$ cat config.mk
export PLATFORM = sky130hd
export DESIGN_NAME = cache_port_arbiter
export DESIGN_NICKNAME = d
export VERILOG_FILES = /design/src/rtl/cache_pkg.sv /design/src/rtl/rr_arb2.sv /design/src/rtl/cache_port_arbiter.sv
export SDC_FILE = /design/constraint.sdc
export NUM_CORES = 1
export LEC_CHECK = 0
export BUFFER_PORTS_ARGS = -buffer_cell sky130_fd_sc_hd__buf_2
export CELL_PAD_IN_SITES_DETAIL_PLACEMENT = 0
export CELL_PAD_IN_SITES_GLOBAL_PLACEMENT = 2
export CORE_UTILIZATION = 32
export CTS_CLUSTER_DIAMETER = 80
export DETAILED_ROUTE_END_ITERATION = 6
export PLACE_DENSITY = 0.76
export SKIP_LAST_GASP = 1
export SYNTH_ARGS = -nofsm -noshare
export SYNTH_HDL_FRONTEND = slang
export SYNTH_SLANG_ARGS = --single-unit
$ cat constraint.sdc
create_clock -name clk -period 2 [get_ports clk]
set_clock_uncertainty 0.05 [all_clocks]
set_input_delay 0.4 -clock clk [delete_from_list [all_inputs] [get_ports clk]]
set_output_delay 0.4 -clock clk [all_outputs]
set_load 0.05 [all_outputs]
$ cat src/rtl/cache_pkg.sv
// Shared definitions for the cache port arbiter.
// Contents: default address/data widths, the arbiter FSM state encoding,
// and a helper that sizes the stall-wait counter from the timeout value.
package cache_pkg;

    localparam int unsigned AW_DEF      = 10;
    localparam int unsigned DW_DEF      = 32;
    localparam int unsigned TIMEOUT_DEF = 15;

    typedef enum logic [1:0] {
        ST_IDLE  = 2'd0,
        ST_ISSUE = 2'd1,
        ST_WAIT  = 2'd2
    } state_t;

    // Bits needed to count 0..t inclusive (minimum 1).
    function automatic int unsigned cnt_width(input int unsigned t);
        return (t < 2) ? 1 : $clog2(t + 1);
    endfunction

endpackage

$ cat src/rtl/rr_arb2.sv
// Two-way combinational grant logic.
// Ports:
//   i_req        {req1, req0} request levels
//   i_last_grant port that completed the most recent transaction
//   o_valid_c    at least one request present
//   o_grant_c    winning port index (0 or 1)
// With both ports requesting, RR=1 favours the port opposite i_last_grant,
// RR=0 always favours port 0. A lone requester always wins.
module rr_arb2 #(
    parameter bit RR = 1'b1
) (
    input  logic [1:0] i_req,
    input  logic       i_last_grant,
    output logic       o_valid_c,
    output logic       o_grant_c
);

    always_comb begin
        o_valid_c = |i_req;
        o_grant_c = 1'b0;
        if (i_req == 2'b11) begin
            o_grant_c = RR ? ~i_last_grant : 1'b0;
        end else begin
            o_grant_c = i_req[1];
        end
    end

endmodule

$ cat src/rtl/cache_port_arbiter.sv
// Shares a single-port cache between instruction fetch (port 0) and
// load/store (port 1). One request is granted at a time; its command is
// latched, driven into the cache for the whole transaction, and completed
// with a one-cycle ack once the cache stall is low.
// Ports:
//   clk, RST            clock, async active-low reset
//   reqN/weN/addrN/wdataN  requester command, held until ackN
//   ackN, rdataN        completion pulse, read data (held until next read ack)
//   RE, WE, A, DataIn   cache command (registered)
//   DataOut, stall      cache read data and busy indication
//   err                 sticky stall-timeout flag
module cache_port_arbiter
    import cache_pkg::*;
#(
    parameter int unsigned AW      = AW_DEF,
    parameter int unsigned DW      = DW_DEF,
    parameter int unsigned RR      = 1,
    parameter int unsigned TIMEOUT = TIMEOUT_DEF
) (
    input  logic          clk,
    input  logic          RST,
    input  logic          req0,
    input  logic          req1,
    input  logic          we0,
    input  logic          we1,
    input  logic [AW-1:0] addr0,
    input  logic [AW-1:0] addr1,
    input  logic [DW-1:0] wdata0,
    input  logic [DW-1:0] wdata1,
    output logic          ack0,
    output logic          ack1,
    output logic [DW-1:0] rdata0,
    output logic [DW-1:0] rdata1,
    output logic          RE,
    output logic          WE,
    output logic [AW-1:0] A,
    output logic [DW-1:0] DataIn,
    input  logic [DW-1:0] DataOut,
    input  logic          stall,
    output logic          err
);

    localparam int unsigned      CNT_W   = cnt_width(TIMEOUT);
    localparam logic [CNT_W-1:0] CNT_MAX = CNT_W'(TIMEOUT);
    localparam logic [CNT_W-1:0] CNT_ERR = CNT_W'(TIMEOUT - 1);
    localparam logic [CNT_W-1:0] CNT_ONE = CNT_W'(1);

    state_t           r_state;
    logic             r_cmd_we;
    logic             r_cmd_port;
    logic [AW-1:0]    r_cmd_addr;
    logic [DW-1:0]    r_cmd_wdata;
    logic [CNT_W-1:0] r_cnt;
    logic             r_last_grant;
    logic             r_ack0;
    logic             r_ack1;
    logic [DW-1:0]    r_rdata0;
    logic [DW-1:0]    r_rdata1;
    logic             r_re;
    logic             r_we;
    logic [AW-1:0]    r_a;
    logic [DW-1:0]    r_din;
    logic             r_err;

    logic             w_valid;
    logic             w_grant;

    rr_arb2 #(
        .RR (RR != 0)
    ) u_arb (
        .i_req        ({req1, req0}),
        .i_last_grant (r_last_grant),
        .o_valid_c    (w_valid),
        .o_grant_c    (w_grant)
    );

    // Arbiter FSM with command latch, stall counter and registered outputs.
    always_ff @(posedge clk or negedge RST) begin
        if (!RST) begin
            r_state      <= ST_IDLE;
            r_cmd_we     <= 1'b0;
            r_cmd_port   <= 1'b0;
            r_cmd_addr   <= '0;
            r_cmd_wdata  <= '0;
            r_cnt        <= '0;
            r_last_grant <= 1'b1;
            r_ack0       <= 1'b0;
            r_ack1       <= 1'b0;
            r_rdata0     <= '0;
            r_rdata1     <= '0;
            r_re         <= 1'b0;
            r_we         <= 1'b0;
            r_a          <= '0;
            r_din        <= '0;
            r_err        <= 1'b0;
        end else begin
            r_ack0 <= 1'b0;
            r_ack1 <= 1'b0;
            case (r_state)
                ST_IDLE: begin
                    if (w_valid) begin
                        r_cmd_port  <= w_grant;
                        r_cmd_we    <= w_grant ? we1    : we0;
                        r_cmd_addr  <= w_grant ? addr1  : addr0;
                        r_cmd_wdata <= w_grant ? wdata1 : wdata0;
                        r_state     <= ST_ISSUE;
                    end
                end
                ST_ISSUE: begin
                    r_re    <= ~r_cmd_we;
                    r_we    <= r_cmd_we;
                    r_a     <= r_cmd_addr;
                    r_din   <= r_cmd_wdata;
                    r_cnt   <= '0;
                    r_state <= ST_WAIT;
                end
                ST_WAIT: begin
                    if (!stall) begin
                        if (!r_cmd_we) begin
                            if (r_cmd_port) r_rdata1 <= DataOut;
                            else            r_rdata0 <= DataOut;
                        end
                        if (r_cmd_port) r_ack1 <= 1'b1;
                        else            r_ack0 <= 1'b1;
                        r_re         <= 1'b0;
                        r_we         <= 1'b0;
                        r_last_grant <= r_cmd_port;
                        r_cnt        <= '0;
                        r_state      <= ST_IDLE;
                    end else begin
                        if (r_cnt != CNT_MAX) r_cnt <= r_cnt + CNT_ONE;
                        // err rises on the edge where the count reaches TIMEOUT
                        if (r_cnt >= CNT_ERR) r_err <= 1'b1;
                    end
                end
                default: r_state <= ST_IDLE;
            endcase
        end
    end

    assign ack0   = r_ack0;
    assign ack1   = r_ack1;
    assign rdata0 = r_rdata0;
    assign rdata1 = r_rdata1;
    assign RE     = r_re;
    assign WE     = r_we;
    assign A      = r_a;
    assign DataIn = r_din;
    assign err    = r_err;

endmodule
==> results.py, run 1 <==
metrics = {
    "outcome": {
        "status": "finished clean",
    },
    "clock_network": {
        "numCtsBuffers": 17,
        "clock_latency_ns": 0.41,
        "cts_tree": "built",
        "cts_max_path_buffers": 2,
        "numClockSinks": 162,
        "path_clk_slew_ns": 0.06,
        "cts_root_buf": "clkbuf_16",
        "ctsHtreeMaxLevel": 4,
    },
    "die": {
        "num_io_pins": 234,
        "die_height_um": 147.7,
        "initial_core_util_pct": 33.16,
        "die_area_sq_mm": 0.02183,
        "rows": 52,
        "die_x_um": 147.7,
        "core_sq_mm": 0.02049,
    },
    "timing": {
        "slew_headroom_pct": 74.80,
        "setup_viol_count_final": 0,
        "timing.final.crit_share_pct": 90.03,
        "rsz0062_at_grt": "false",
        "setup_tns_ns": 0,
        "worstMarginPinSlew_ns": 0.3780,
        "final_hold_viol_count": 0,
        "slew_viol_final": 0,
        "fmax_ghz": 0.5554,
        "min_period_ns": 1.801,
    },
    "synthesis": {
        "syn_inst": 516,
        "yosysSeqAreaShare_pct": 59.66,
        "synth_ff_type": "dfrtp_1",
        "postSynthAreaPerCell_sq_um": 13.17,
        "async_flop_share_pct": 100.0,
        "synth_warnings": 0,
        "synth-seq-cells": 162,
        "synth_edf_count": 0,
        "mappedNetlistArea_sq_mm": 0.006797,
        "synth_cell_type_count": 35,
        "synth_fp_nets": 641,
    },
    "route": {
        "antenna_left": 0,
        "first_pass_iters": 4,
        "vias_per_cell": 4.539,
        "vias": 4725,
        "first_iter_violations": 120,
        "routed_wl_um": 16220,
        "wire_per_inst_um": 15.58,
        "drc_errors": 0,
    },
    "flow_run": {
        "maxCapViolations": 0,
    },
    "place": {
        "portBuffers": 233,
        "place_congestion": 0.7174,
        "place_area_sq_mm": 0.008325,
        "place_hpwl_um": 11740,
    },
    "setup_path": {
        "crit_path_start_kind": "flop",
        "criticalPathCategory": "flop to flop",
        "cp-end-kind": "flop",
        "rr_worst_depth": 4,
        "crit_cells": 4,
        "critPathMaxStageDelay_ns": 0.55,
        "worst-path-buf-inv": 1,
        "arrival_ns": 2.05,
        "crit_chain": "a21bo_2 -> buf_4 -> mux2_2 -> mux2_2",
        "worstPathRequired_ns": 2.25,
        "worst_path_most_repeated_cell": "mux2_2",
        "cp_max_fo": 18,
        "crit_family": "multiplexers",
        "cp_slowest_cell": "dfstp_2",
    },
    "global_route": {
        "grt_pass1_vias": 4954,
        "grt-ovfl-total": 0,
        "grt_start_max_net_pins": 54,
        "antenna_found_initial": 0,
        "track_usage_pct": 15.43,
        "grt_first_pass_wirelength_um": 26120,
    },
    "worst_hold_path": {
        "hold_path_class": "input port to flop",
        "worstHoldPathCells": 2,
    },
    "layout": {
        "post_route_cells_drive_above_1_share_pct": 56.81,
        "layout_common_cells": "232 x buf_2, 161 x dfrtp_1, 147 x mux2_2",
        "areaGrowthSynthToFinish_pct": 30.89,
        "layout.nets": 883,
        "layout_commonest_cell": "buf_2",
        "n_antenna_cell": 0,
        "final_area_sq_mm": 0.008896,
    },
    "pwr": {
        "power.leakage_nw": 4.443,
        "power_density_mw_per_mm2": 1931,
        "ir_drop_v": 0.0007202,
    },
}
[layout make-up]
cell class                      count  area (sq um)
Fill cell                        1986         11600
Sequential cell                   162          4055
Multi-Input combinational cell    320          2519
Timing Repair Buffer              252          1405
Clock buffer                       19         442.9
Tap cell                          270         337.8
Clock inverter                     13         117.6
Inverter                            5         18.77
[through the flow]
step           instances  hold slack (ns)  util (%)  setup WS (ns)  total power [W]
2_1_floorplan        516          0.05441         -         0.3132          0.01204
3_3_place_gp        1008           0.2682     40.62         0.2188          0.01408
6_report            1041           0.1697     43.41         0.1994          0.01718
5_1_grt             1041           0.1500     43.41         0.1275          0.01819
3_5_place_dp        1008           0.2732     40.62         0.1720          0.01429
4_1_cts             1041           0.1520     43.41         0.1847          0.01742
[final timing paths]
kind	from	endpoint	slack [ns]
setup / recovery	r_last_grant$_DFFE_PN1P_	r_cmd_addr[2]$_DFFE_PN0P_	0.20
max in group asynchronous	RST	DataIn[23]$_DFFE_PN0P_	0.87
hold reg to reg	r_cmd_wdata[13]$_DFFE_PN0P_	DataIn[13]$_DFFE_PN0P_	0.41
min in group asynchronous	RST	rdata0[10]$_DFFE_PN0P_	0.41
setup reg to reg	r_last_grant$_DFFE_PN1P_	r_cmd_addr[2]$_DFFE_PN0P_	0.20
hold / removal	DataOut[13]	rdata1[13]$_DFFE_PN0P_	0.17
[worst register-to-register path: stages, from the launching register on]
cell	delay (ns)
dfstp_2	0.55
a21bo_2	0.17
buf_4	0.28
mux2_2	0.38
mux2_2	0.26
[state kept, by name, indices dropped and copies added (netlist names), 2 cells and up]
name	count
r_cmd_addr	10
r_cmd_wdata	32
rdata1	32
DataIn	32
rdata0	32
r_cnt	4
A	10
r_state	2
[power breakdown]
part           internal, W  leakage, nW  switching [W]
clock              0.00167        0.272        0.00139
combinational      0.00256         2.19        0.00580
sequential         0.00487         1.98       0.000895
[kinds of logic (layout without fill, tap and decap cells)]
kind of cell	after synthesis	count (layout)	share of synthesized area [%]
multiplexers	152	152	25.17
AO/OA/AOI/OAI	17	17	1.860
AND/OR/NAND/NOR	149	149	9.518
flip-flops	162	162	59.66
adder cells (fa/ha/maj)	2	2	0.3681
buffers and inverters	34	289	3.424
[metal layers]
layer	wire (um)	global-route usage, %
met1	7060	19.39
met2	7607	24.98
met3	1425	5.957
met5	0	0
met4	128	3.660
[what timing repair did]
| action | in CTS | in global routing |
|---|---|---|
| resized for setup | 0 | 0 |
| hold endpoints to repair | 29 | 0 |
| setup buffers | 0 | 0 |
| hold buffers | 1 | 0 |
[synth_stat cells, types with 2 or more instances]
library cell	n	area share, %
a21oi_1	4	0.29
a22o_1	2	0.26
buf_2	6	0.44
buf_4	4	0.44
buf_6	11	1.8
clkbuf_1	8	0.44
dfrtp_1	161	59
ha_1	2	0.37
inv_1	5	0.28
mux2_1	4	0.66
mux2_2	147	24
nand2_1	131	7.2
nand2b_1	2	0.18
nand3b_1	2	0.22
nand4_1	2	0.18
nor2_1	3	0.17
nor3_1	2	0.15
nor4_4	2	0.63
o31ai_1	2	0.22
Note: power is estimated with default switching activity, not from simulation.
==> run 2, diff against run 1 <==
- CORE_UTILIZATION: 32 -> 35
- PLACE_DENSITY: 0.76 -> 0.83
- clock period: 2 -> 2.2 ns (I/O delays scaled with it)
==> run 2 against run 1 <==
Effect of this change:
- combinational power shrank 11%
- routed wire length shrank 1.5%
- clock power shrank 5%
- count of clock-buffer cells in the layout shrank 2
- fmax shrank 5.7%
- sequential power shrank 8.1%
- via count shrank 0.57%
- first-iteration DRC count grew 0.83%
- cell area shrank 0.32%
- worst setup slack gained 0.091 ns
- global-route usage grew 1.3 points
- largest power group unchanged
==> results.py, run 2 (synthesized netlist as in run 1, its figures left out) <==
metrics = {
    "outcome": {
        "status": "finished clean",
    },
    "die": {
        "initial_core_util_pct": 35.97,
        "die_height_um": 141.4,
        "rows": 50,
        "die_x_um": 141.4,
        "die_area_sq_mm": 0.01998,
        "num_io_pins": 234,
        "core_sq_mm": 0.01889,
    },
    "global_route": {
        "grt_pass1_vias": 5030,
        "grt-ovfl-total": 0,
        "grt_first_pass_wirelength_um": 25790,
        "antenna_found_initial": 0,
        "use_met3_pct": 6.176,
        "grt_busiest_layer": "met2",
        "met2_usage_pct": 26.92,
        "grt_use_met1_pct": 20.80,
        "grt_start_max_net_pins": 59,
        "track_usage_pct": 16.74,
    },
    "route": {
        "vias_per_cell": 4.574,
        "first_iter_violations": 121,
        "wire_per_inst_um": 15.56,
        "vias": 4698,
        "antenna_left": 0,
        "first_pass_iters": 4,
        "drc_errors": 0,
        "routed_wl_um": 15980,
    },
    "timing": {
        "rsz0062_at_grt": "false",
        "setup_viol_count_final": 0,
        "timing.final.crit_share_pct": 86.82,
        "fmax_ghz": 0.5236,
        "setup_slack_ns": 0.2900,
        "slew_headroom_pct": 48.22,
        "min_period_ns": 1.910,
        "setup_tns_ns": 0,
        "final_hold_viol_count": 0,
        "worstMarginPinSlew_ns": 0.7766,
        "slew_viol_final": 0,
    },
    "clock_network": {
        "postCtsSetupBuffers": 0,
        "cts_tree": "built",
        "cts_hold_buf": 1,
        "post_cts_resized": 0,
        "ctsHtreeMaxLevel": 4,
        "numClockSinks": 162,
        "cts_max_path_buffers": 2,
        "cts_root_buf": "clkbuf_16",
        "path_clk_slew_ns": 0.07,
        "numCtsBuffers": 17,
        "clock_latency_ns": 0.42,
    },
    "pwr": {
        "ir_drop_v": 0.0007175,
        "pwr-share-comb_pct": 47.7,
        "total_power_w": 0.01569,
        "power_switching_w": 0.007388,
        "power_density_mw_per_mm2": 1770,
        "sw_frac_of_total_pct": 47.09,
        "share_seq_of_total_power_pct": 33.8,
        "clkPwrFrac_pct": 18.6,
        "power.leakage_nw": 4.433,
        "internal-power_w": 0.008302,
    },
    "setup_path": {
        "worstPathRequired_ns": 2.46,
        "arrival_ns": 2.17,
        "critPathMaxStageDelay_ns": 0.66,
        "crit_path_start_kind": "flop",
        "crit_family": "flip-flops",
        "crit_chain": "nor4_4 -> buf_4 -> mux2_2",
        "cp_slowest_cell": "dfrtp_1",
        "worst-path-buf-inv": 1,
        "cp_max_fo": 20,
        "cp-end-kind": "flop",
        "criticalPathCategory": "flop to flop",
        "rr_worst_depth": 3,
        "crit_cells": 3,
    },
    "layout": {
        "layout_common_cells": "232 x buf_2, 161 x dfrtp_1, 147 x mux2_2",
        "post-route-util_pct": 46.93,
        "final_area_sq_mm": 0.008867,
        "layout.nets": 879,
        "n_antenna_cell": 0,
        "post_route_cells_drive_above_1_share_pct": 56.71,
        "layout_commonest_cell": "buf_2",
        "areaGrowthSynthToFinish_pct": 30.47,
    },
    "place": {
        "place_area_sq_mm": 0.008283,
        "post-place-ws_ns": 0.3170,
        "place_congestion": 0.7482,
        "place_hpwl_um": 11230,
        "portBuffers": 233,
    },
    "worst_hold_path": {
        "hold_path_class": "input port to flop",
        "worstHoldPathCells": 2,
    },
    "flow_run": {
        "maxCapViolations": 0,
    },
}
[run 2: changes by cell type in the layout (fill, tap and decap cells not counted), sizes merged]
| cell | delta |
|---|---|
| clkinv | +2 |
| buf | -4 |
| bufinv | +1 |
| clkbuf | -2 |
| clkinvlp | -1 |
[run 2: metrics by stage]
stage          std cells  hold WS [ns]
2_1_floorplan        516       0.09441
3_3_place_gp         994        0.3037
3_5_place_dp         994        0.3063
4_1_cts             1027        0.1642
5_1_grt             1027        0.1794
6_report            1027        0.1920
[run 2: cell type report]
cell class	instances	area, sq um
multi-input cells	320	2519
flip-flops and latches	162	4055
clock inverters	15	148.9
inverters	5	18.77
clock buffers	17	425.4
well taps	260	325.3
repair buffers	248	1375
fillers	1780	10030
[run 2: layer usage]
layer	share of wire, %	up-vias	wire length [um]
met5	0	-	0
met4	1.3	0	207
met3	7.8	15	1246
met2	47	168	7438
met1	44	2286	7085
li1	-	2229	-
[run 2: power by group through the flow]
stage	registers [W]	logic, W	clock network (W)
2_1_floorplan	0.00848	0.00247	0
3_3_place_gp	0.00529	0.00745	0
3_5_place_dp	0.00535	0.00757	0
4_1_cts	0.00531	0.00758	0.00300
5_1_grt	0.00549	0.00794	0.00311
6_report	0.00530	0.00748	0.00291
[run 2: worst register-to-register path, cell delays in order (launching register included)]
cell and delay [ns]:
dfrtp_1 0.66, nor4_4 0.49, buf_4 0.25, mux2_2 0.35
[run 2: worst paths after layout]
check	start	to	slack, ns
setup / recovery	r_state[0]$_DFFE_PN0P_	rdata0[26]$_DFFE_PN0P_	0.29
hold / removal	DataOut[13]	rdata1[13]$_DFFE_PN0P_	0.19
setup reg to reg	r_state[0]$_DFFE_PN0P_	rdata0[26]$_DFFE_PN0P_	0.29
hold reg to reg	r_cmd_addr[3]$_DFFE_PN0P_	A[3]$_DFFE_PN0P_	0.41
max in group asynchronous	RST	r_last_grant$_DFFE_PN1P_	1.02
min in group asynchronous	RST	rdata0[3]$_DFFE_PN0P_	0.43
